`config.mk`:
```
export PLATFORM = sky130hd
export DESIGN_NAME = m10k_write_sram1
export DESIGN_NICKNAME = d
export VERILOG_FILES = /design/src/rtl/m10k_write_sram1.sv
export SDC_FILE = /design/constraint.sdc
export NUM_CORES = 1
export LEC_CHECK = 0
export BUFFER_PORTS_ARGS = -buffer_cell sky130_fd_sc_hd__clkbuf_2
export CORE_ASPECT_RATIO = 0.7
export CORE_MARGIN = 2
export CORE_UTILIZATION = 50
export DETAILED_ROUTE_END_ITERATION = 6
export PLACE_DENSITY = 0.77
export REMOVE_ABC_BUFFERS = 1
export SYNTH_ARGS = -nofsm -noshare
export SYNTH_HDL_FRONTEND = slang
export SYNTH_SLANG_ARGS = --single-unit
```
`constraint.sdc`:
```
create_clock -name i_clk -period 3 [get_ports i_clk]
set_input_delay 0.45 -clock i_clk [delete_from_list [all_inputs] [get_ports i_clk]]
set_output_delay 0.45 -clock i_clk [all_outputs]
set_load 0.1 [all_outputs]
```
`src/rtl/m10k_write_sram1.sv`:
```
// CSR loader for SRAM1: writes the row-pointer word to address 0, then packs a
// stream of 4-bit column indices into four zero-padded 256-bit words at 1..4.
module m10k_write_sram1 (
   input  logic         i_clk,
   input  logic         i_rstn,
   input  logic         i_write_start,
   input  logic         i_write_reset,
   input  logic [255:0] i_row_ptr,
   input  logic [8:0]   i_nnz,
   input  logic         i_col_valid,
   input  logic [3:0]   i_col_idx,
   output logic         o_col_ready,
   output logic         o_write_en,
   output logic [4:0]   o_write_addr,
   output logic [255:0] o_write_data,
   output logic [3:0]   o_state,
   output logic         o_done
);

   typedef enum logic [3:0] {
      S_WRITE_RP = 4'd0,
      S_FILL     = 4'd1,
      S_WRITE_CI = 4'd2,
      S_DONE     = 4'd6,
      S_IDLE     = 4'd15
   } state_e;

   state_e         state_q, state_d;
   logic [255:0]   rp_buf_q, rp_buf_d;
   logic [255:0]   pack_buf_q, pack_buf_d;
   logic [8:0]     nnz_q, nnz_d;
   logic [8:0]     k_q, k_d;
   logic [1:0]     word_idx_q, word_idx_d;
   logic           accept;

   assign accept = (state_q == S_FILL) && i_col_valid;

   // NOTE: every variable gets its hold value first so no branch can leave one
   // unassigned, which would otherwise infer a latch.
   always_comb begin
      state_d    = state_q;
      rp_buf_d   = rp_buf_q;
      pack_buf_d = pack_buf_q;
      nnz_d      = nnz_q;
      k_d        = k_q;
      word_idx_d = word_idx_q;
      case (state_q)
         S_IDLE: begin
            if (i_write_start) begin
               rp_buf_d   = i_row_ptr;
               nnz_d      = (i_nnz > 9'd256) ? 9'd256 : i_nnz;
               k_d        = '0;
               word_idx_d = '0;
               pack_buf_d = '0;
               state_d    = S_WRITE_RP;
            end
         end
         S_WRITE_RP: begin
            state_d = (nnz_q == 9'd0) ? S_WRITE_CI : S_FILL;
         end
         S_FILL: begin
            if (accept) begin
               pack_buf_d[{k_q[5:0], 2'b00} +: 4] = i_col_idx;
               k_d = k_q + 9'd1;
               // Close the word when it is full or the last entry has arrived.
               if ((k_q[5:0] == 6'd63) || (k_q == nnz_q - 9'd1)) begin
                  state_d = S_WRITE_CI;
               end
            end
         end
         S_WRITE_CI: begin
            if (word_idx_q == 2'd3) begin
               state_d = S_DONE;
            end else begin
               word_idx_d = word_idx_q + 2'd1;
               pack_buf_d = '0;
               state_d    = (k_q < nnz_q) ? S_FILL : S_WRITE_CI;
            end
         end
         S_DONE: begin
            if (i_write_reset) begin
               state_d = S_IDLE;
            end
         end
         default: state_d = S_IDLE;
      endcase
   end

   // NOTE: sequential state uses non-blocking assignments so all registers
   // update together from the values sampled at the clock edge.
   always_ff @(posedge i_clk or negedge i_rstn) begin
      if (!i_rstn) begin
         state_q    <= S_IDLE;
         rp_buf_q   <= '0;
         pack_buf_q <= '0;
         nnz_q      <= '0;
         k_q        <= '0;
         word_idx_q <= '0;
      end else begin
         state_q    <= state_d;
         rp_buf_q   <= rp_buf_d;
         pack_buf_q <= pack_buf_d;
         nnz_q      <= nnz_d;
         k_q        <= k_d;
         word_idx_q <= word_idx_d;
      end
   end

   always_comb begin
      o_col_ready  = 1'b0;
      o_write_en   = 1'b0;
      o_write_addr = 5'd0;
      o_write_data = '0;
      case (state_q)
         S_WRITE_RP: begin
            o_write_en   = 1'b1;
            o_write_data = rp_buf_q;
         end
         S_FILL: o_col_ready = 1'b1;
         S_WRITE_CI: begin
            o_write_en   = 1'b1;
            o_write_addr = 5'd1 + {3'd0, word_idx_q};
            o_write_data = pack_buf_q;
         end
         default: ;
      endcase
   end

   assign o_state = state_q;
   assign o_done  = (state_q == S_DONE);

endmodule

```
* Yosys cells after proc, flatten, opt, wreduce, memory -nomap -nowiden
Index checks and enable logic that the tools add are counted.
** Word-level totals
- Register bits :: 536
** Cells by class
- $add $sub $neg :: 5
- $lt $le $gt $ge :: 2
- Eq/ne operators :: 12
- Shift operators :: 2
- Muxes and demuxes :: 24
- Reduce and logical (&&, ||, !) cells :: 13
** Operator list (count)
- $mux 256 :: 3
- $pmux 256 s3 :: 1
- $pmux 256 s2 :: 1
- $bwmux 256 :: 1
- $shift 4x10->256 const A :: 1
- $shiftx 4x10->256 :: 1
- $mux 9 :: 3
- $pmux 4 s5 :: 1
- $pmux 9 s2 :: 1
- $mux 4 :: 4
- $neg 8->10 :: 1
- $add 9x1->9 const B :: 1
- $eq 9x9->1 :: 1
- $gt 9x9->1 const B :: 1
- $logic_not 9->1 :: 1
- $lt 9x9->1 :: 1
- $sub 9x1->9 const B :: 1
- $mux 2 :: 4
- $ne 2x2->1 const B :: 4
- $reduce_and 4->1 :: 2
- $eq 6x6->1 const B :: 1
- $mux 3 :: 2
- $reduce_and 3->1 :: 2
- $eq 4x1->1 const B :: 1
- other kinds (16) :: 18

* Longest topological paths before layout
Gate-level depths: netlist (run 1).
- Word-level depth :: 6
- Depth in mapped cells :: 13
- Depth with buffers taken out :: 8

* Worst setup path before layout (run 1)
OpenSTA, ideal clock, no wires.
- Kind :: reg-to-output
- Start :: register state_q[1], in the netlist o_state[1]
- End :: output o_write_data[106]
- Data arrival time :: 3.355 ns
- Slack :: -0.805 ns
- Cell stages (with the launch flop) :: 6
- Buffers on the path :: 3
- Cells stage by stage :: dfstp_2 > clkbuf_1 > clkbuf_1 > buf_1 > mux2i_1 > nor2_1
** Between the ends
- Word-level cells in the longest chain between the ends :: 2
- Elaborated cells between the ends (all ways) :: 3
- Those cells by class :: eq/ne: 1; mux: 1; reduce/logical: 1
** Ends and longest elaborated chain
- from (decl) :: RTL line 28 : state_e state_q, state_d;
- from (signal assigned) :: RTL line 100 : state_q <= state_d;
- $eq 4x2->1 or $logic_not 4->1 (tied branches) :: RTL line 114 : case (state_q)
- $pmux 256 s2 * :: RTL line 114
- to (decl) :: RTL line 15 : output logic [255:0] o_write_data,
Mark *: on every way between the ends. The rest lies on a longest branch, timed or not.

* Worst setup path after layout (run 1)
- Start :: register state_q[1], in the netlist o_state[1]
- End :: output o_write_data[248]
Same word-level chain as after synthesis.

==> impl_results.md, run 1 <==
- Status: finished with violations
- Failing checks: negative setup slack
- Die W: approximately 280 um
- Detailed Routing Iterations Pass 1: 6
- Die area: 53400 sq um
- Worst Hold Depth: 3
- Worst min path class: in -> reg
- Maxcap violations: 0
- Deepest clock path buffer count: 3
- Slew Limit Fails: 0
- CP Launch Type: flip-flop
- Fillers: 3990
- IO Port Bufs: 539
- Via count: between 20k and 25k
- Worst-Skew Late Latency: 0.58 ns
- Clk sinks: 536
- Post-synth EDFFs: 0
- Vias per cell: between 5 and 6
- All-Layer GR Usage: 31.4%
- R2R cell count: 10
- Root Driver: clkbuf_16
- Mean Syn Cell Area: 9.26 sq um
- Min-delay src: i_row_ptr[212]
- CP peak stage delay: 0.67 ns
- CP endpoint kind: output pin
- CTS buffer count: 53
- First-pass GRT wire length: 131000 um
- Storage cell area: around 13000 sq um
- 1st-iter DRT viols: 2250
- Footprint of the multi-input gates: 11600 sq um
- Setup ws final: -0.0549 ns
- Most common cell after layout, fill and taps aside: nand2_1
- Setup CP Type: reg -> out
- Asr flop ratio synth: 100%
- CTS tree: yes
- Nets: 3565
- Peak supply drop: 602 uV
- Rel. slew slack: 42.9%
- DP HPWL: 60900 um
- Clk_skew: 0.0200 ns
- WHS: 0.0528 ns
- IO Count: 542
- Number of global-route vias before repair: 22.9k
- Least-Margin Pin Slew: roughly 0.85 ns
- Ys Warns: 0
- Routed Antenna Nets: 0
- Area grow syn2layout: 28.3%
- Core area: 50900 sq um
- Leakage power total: about 17 nW
- WP data arrival: 2.60 ns
- CP Buf/Inv Count: 2
- Worst r2r dst: pack_buf_q[29]
- Setup violators final: 2
- Synthesis-stage register bit count: 536
- Cell Pwr Density: approximately 760 nW/um^2
- Power Total: 0.0253 W
- Largest net degree at the start of global routing: 149
- H-tree depth: 2
- Initial antenna violation count: 2
- Fin cells: approximately 4k
- Worst r2r src: k_q[1]
- WHS Endpoint: rp_buf_q[212]
- Die height: 194 um
- CP top delay family: flip-flops
- GRT Residual Overflow: 0
- Drt total wl: 85800 um
- Most frequent cells in the layout: nand2_1 (861), dfrtp_1 (532), nor2_1 (322)
- Critical path cell sequence: buf_16 > mux2i_2 > nor2_1 > clkbuf_4
- Layout cells sized above 1: 22.9%
- Max FO, Critical Path: 87
- Fin util: 65.0%
- DRC violations left: 0
- R2R setup slack: 0.15 ns
- Clock-pin slew on the worst setup and hold paths: 0.06 ns
- Placer Congestion: around 0.87
- Fmax achieved: 327 MHz
- Count of cell types in the netlist: 71
- RSZ-0062 raised after global routing: true
- CP max stage cell: dfstp_4
- CP required: 2.55 ns
- Placed cells: 3891
- Row count: 69
- Final worst-path cycle share: 102%
- Fin. Hold Viols: 0
- Cell Area, Synth: 25800 sq um
- Period minus WS final: 3.05 ns
- Starting Density: approximately half
- Sequential share of the synthesized area: between 50% and 60%
- Synth Instances: around 2.8k
- Synth Flop Type: dfrtp_1
- Wire length per cell: roughly 21 um
power breakdown:
| part | total (W) | switching (W) | leakage, nW | internal, W |
|---|---|---|---|---|
| sequential | 0.0100 | 0.00103 | 7.07 | 0.00898 |
| combinational | 0.00754 | 0.00483 | 8.89 | 0.00270 |
| clock | 0.00773 | 0.00294 | 1.01 | 0.00479 |
metrics by stage:
stage           TNS, ns  worst slack, ns  area (sq um)
3_5_place_dp          0           0.0896         30600
5_1_grt          -0.290           -0.105         33100
2_1_floorplan  -7328.50           -17.48         25000
6_report        -0.0932          -0.0549         33100
3_3_place_gp          0            0.334         30600
4_1_cts          -0.235          -0.0489         32900
cell families (layout without fill, tap and decap cells):
kind of cell,count (synthesis),in the layout,share of synthesized area (%)
AOI/OAI and AO/OA,431,431,12.7
buffers and inverters,208,745,3.29
DFF,536,536,52.1
adders and majority gates,16,16,0.777
other,1,3,0.0146
xor gates and xnor gates,22,22,0.777
muxes,262,262,10.2
and+or+nand+nor,1306,1306,20.2
routing by layer:
| layer | share of wire [%] | global-route usage [%] | vias up |
|---|---|---|---|
| met2 | 46 | 49.6 | 1079 |
| met3 | 7.4 | 4.72 | 174 |
| li1 | - | - | 10500 |
| met4 | 2.9 | 9.27 | 2 |
| met5 | 0.021 | 0 | - |
| met1 | 43 | 44.9 | 11500 |
Yosys cell counts, drive strengths merged, types with 2 or more instances:
master,count,area (sq um)
o2bb2ai,77,674
nand2,864,3250
o22ai,18,113
and3b,2,17.5
inv,19,71.3
nor4b,2,32.5
a211o,3,26.3
dfstp,4,105
o311ai,49,429
a211oi,4,35.0
o211ai,3,22.5
xor2,6,60.1
ha,16,200
clkbuf,135,507
buf,53,260
a32o,8,80.1
dfrtp,532,13300
o31a,2,17.5
a21oi,24,131
nor3,17,85.1
o21a,4,30.0
xnor2,16,140
mux2i,262,2620
or3,5,31.3
a21o,17,128
nor4,2,12.5
nor2,329,1240
nor3b,4,30.0
o31ai,13,111
nand4,11,68.8
a22o,93,815
nand3b,9,67.6
nor2b,13,81.3
and4,3,26.3
nand3,27,140
or2,3,18.8
a31oi,6,37.5
o21ai,95,483
a22oi,4,30.0
nand2b,7,43.8
and2,4,26.3
o32a,3,30.0
sequential cells by signal, summed over array words and instances (netlist names):
register,cells
pack_buf_q,256
word_idx_q,2
nnz_q,9
k_q,9
rp_buf_q,256
o_state,4
worst max-delay path by stage:
| stage | startpoint | to | slack [ns] | cells past startpoint |
|---|---|---|---|---|
| 5_1_grt | o_state[1] | o_write_data[248] | -0.11 | 4 |
| 3_3_place_gp | k_q[1] | pack_buf_q[28] | 0.33 | 9 |
| 6_report | o_state[1] | o_write_data[248] | -0.05 | 4 |
| 3_5_place_dp | k_q[1] | pack_buf_q[29] | 0.09 | 9 |
| 4_1_cts | o_state[1] | o_write_data[248] | -0.05 | 4 |
| 2_1_floorplan | o_state[1] | nnz_q[0] | -17.48 | 3 |
final cells by class:
cell class	count	area share (%)
antenna	1	0.00757
clock buffer	74	4.77
clock inverter	26	1.40
inverter	20	0.242
multi-input combinational	2039	35.0
sequential	536	40.6
tap	674	2.55
timing repair buffer	625	15.4
worst reg2reg max path, cell delays in order, from the launching register on:
cell,delay [ns]
dfrtp_1,0.39
inv_1,0.10
ha_1,0.36
buf_4,0.24
nand2b_1,0.09
a211oi_1,0.29
o21bai_1,0.21
a21oi_2,0.52
buf_4,0.22
nand2_1,0.10
o21ai_0,0.23
what timing repair did:
action,4_1_cts,5_1_grt
resized for setup,97,89
hold buffers,1,0
setup buffers,0,0
cloned,1,1
endpoints found under the hold margin,67,0
setup endpoints to repair,104,153
Note: power is estimated with default switching activity, not from simulation.
==> inputs of run 2 (changes only) <==
GPL_TIMING_DRIVEN = 0   (was not set)
MAX_ROUTING_LAYER = met4   (was not set)
==> impl_results.md, run 2 (synthesis results as in run 1) <==
- Maxcap violations: 0 (unchanged)
- Dpl cell area: 29300 sq um (was 30600 sq um)
- Rel. slew slack: 36.5% (was 42.9%)
- CP endpoint kind: output pin (unchanged)
- Slew Limit Fails: 0 (unchanged)
- Fin. Hold Viols: 0 (unchanged)
- H-tree depth: 2 (unchanged)
- WP data arrival: 2.55 ns (was 2.60 ns)
- Clock-pin slew on the worst setup and hold paths: 0.07 ns (was 0.06 ns)
- Max FO, Critical Path: 87 (unchanged)
- Clk sinks: 536 (unchanged)
- Die W: 275 um (unchanged)
- Setup violators final: 0 (was 2)
- Leakage power total: 16.7 nW (was 17.0 nW)
- Die area: 53400 sq um (unchanged)
- Status: complete, no violations (was finished with violations)
- Via count: 23.2k (about the same)
- IO Port Bufs: 539 (unchanged)
- Worst-Skew Late Latency: 0.59 ns (was 0.58 ns)
- Die height: 194 um (unchanged)
- Initial antenna violation count: 3 (was 2)
- IO Count: 542 (unchanged)
- Root Driver: clkbuf_16 (unchanged)
- Number of global-route vias before repair: 22.9k (about the same)
- Post-route cell area: 32300 sq um (was 33100 sq um)
- Deepest clock path buffer count: 3 (unchanged)
- Detailed Routing Iterations Pass 1: 7 (was 6)
- DP HPWL: 58300 um (was 60900 um)
- CP peak stage delay: 0.53 ns (was 0.67 ns)
- Final worst-path cycle share: 99.9% (was 102%)
- Row count: 69 (unchanged)
- Placer Congestion: 0.893 (was 0.871)
- RSZ-0062 raised after global routing: true (unchanged)
- Layout cells sized above 1: 23.6% (was 22.9%)
- Peak supply drop: 543 uV (was 602 uV)
- First-pass GRT wire length: 131000 um (about the same)
- CP required: 2.55 ns (about the same)
- 1st-iter DRT viols: 1923 (was 2250)
- Largest regs: pack_buf_q: 256 flops, rp_buf_q: 256 flops (unchanged)
- GRT Residual Overflow: 0 (unchanged)
- Most frequent cells in the layout: nand2_1 (857), dfrtp_1 (527), nor2_1 (321) (was nand2_1 (861), dfrtp_1 (532), nor2_1 (322))
- Wire length per cell: 21.4 um (was 21.5 um)
- CP max stage cell: or3_4 (was dfstp_4)
- Most common cell after layout, fill and taps aside: nand2_1 (unchanged)
- Area grow syn2layout: 25.5% (was 28.3%)
- Final setup TNS: 0 ns (was -0.0932 ns)
- CTS tree: yes (unchanged)
- Starting Density: 50.7% (unchanged)
- Clk_skew: 0.0181 ns (was 0.0200 ns)
- Core area: 50900 sq um (unchanged)
- Nets: 3557 (was 3565)
- Period minus WS final: 3.00 ns (was 3.05 ns)
- Least-Margin Pin Slew: 0.952 ns (was 0.849 ns)
- DRC violations left: 0 (unchanged)
- CP Launch Type: flip-flop (unchanged)
- Vias per cell: 5.83 (was 5.81)
- Cell Pwr Density: 771 nW/um^2 (was 764 nW/um^2)
- All-Layer GR Usage: 32.3% (was 31.4%)
- CTS buffer count: 52 (was 53)
- Worst min path class: in -> reg (unchanged)
- Setup CP Type: reg -> out (unchanged)
- Drt total wl: 85200 um (was 85800 um)
- Critical path cell sequence: or3_4 > buf_16 > nor2_1 > buf_2 (was buf_16 > mux2i_2 > nor2_1 > clkbuf_4)
- Largest net degree at the start of global routing: 116 (was 149)
- Fmax achieved: 334 MHz (was 327 MHz)
- Routed Antenna Nets: 0 (unchanged)
## run 2: routing by layer
| layer | part of all wire, % | global-route usage [%] |
|---|---|---|
| met1 | 43 | 44.5 |
| met2 | 47 | 50.1 |
| met3 | 7.1 | 4.64 |
| met4 | 2.8 | 9.37 |
| met5 | 0 | - |
## run 2: power by group
group / leakage [nW] / switching [W] / internal (W)
clock: 0.889 / 0.00294 / 0.00404
sequential: 7.06 / 0.00105 / 0.00899
combinational: 8.72 / 0.00499 / 0.00292
total: 16.7 / 0.00897 / 0.0159
## run 2: repair_timing
item,4_1_cts,5_1_grt
buffers inserted,26,9
endpoints found under the setup margin,753,269
hold buffers,1,0
gates resized for setup,212,136
cloned,4,2
pin swaps,6,3
endpoints found under the hold margin,84,0
## run 2: path summary, 6_finish.rpt
path	cells past startpoint	slack, ns	end	start
min reg2reg	2	0.47	rp_buf_q[57]	rp_buf_q[57]
max in group asynchronous	5	0.63	pack_buf_q[35]	i_rstn
max	4	0.002	o_write_data[40]	o_state[0]
min in group asynchronous	2	0.47	rp_buf_q[53]	i_rstn
max reg2reg	8	0.08	pack_buf_q[148]	o_state[0]
min	3	0.04	rp_buf_q[4]	i_row_ptr[4]
## run 2: per-stage QoR
stage / worst slack [ns] / hold WS [ns] / total power (W) / std cells / util, %
final: 0.00231 / 0.0448 / 0.0249 / 3985 / 63.6
after detailed placement: -2.48 / 0.461 / 0.0175 / 3845 / 57.6
after global routing: -0.0324 / 0.0324 / 0.0263 / 3984 / 63.6
after global placement: -28.87 / 0.456 / 0.0137 / 3808 / 56.1
after CTS: 0.0000200 / 0.0205 / 0.0248 / 3970 / 63.0
after floorplan: -17.48 / 0.154 / 0.0146 / 2595 / -
## run 2: area by class of cell
type / instances / area [sq um]
antenna: 4 / 10.0
clock buffer: 63 / 1440
clock inverter: 31 / 362
fill: 4069 / 18500
inverter: 20 / 91.3
multi-input combinational: 2041 / 11800
sequential: 536 / 13400
tap: 674 / 843
timing repair buffer: 615 / 4340
timing repair inverter: 1 / 7.51
## run 2: worst max-delay path: cells and delay by family, from the launching register on
family | cells | cell delay, ns
DFF | 1 | 0.45
buffers and inverters | 2 | 0.68
and+or+nand+nor | 2 | 0.72
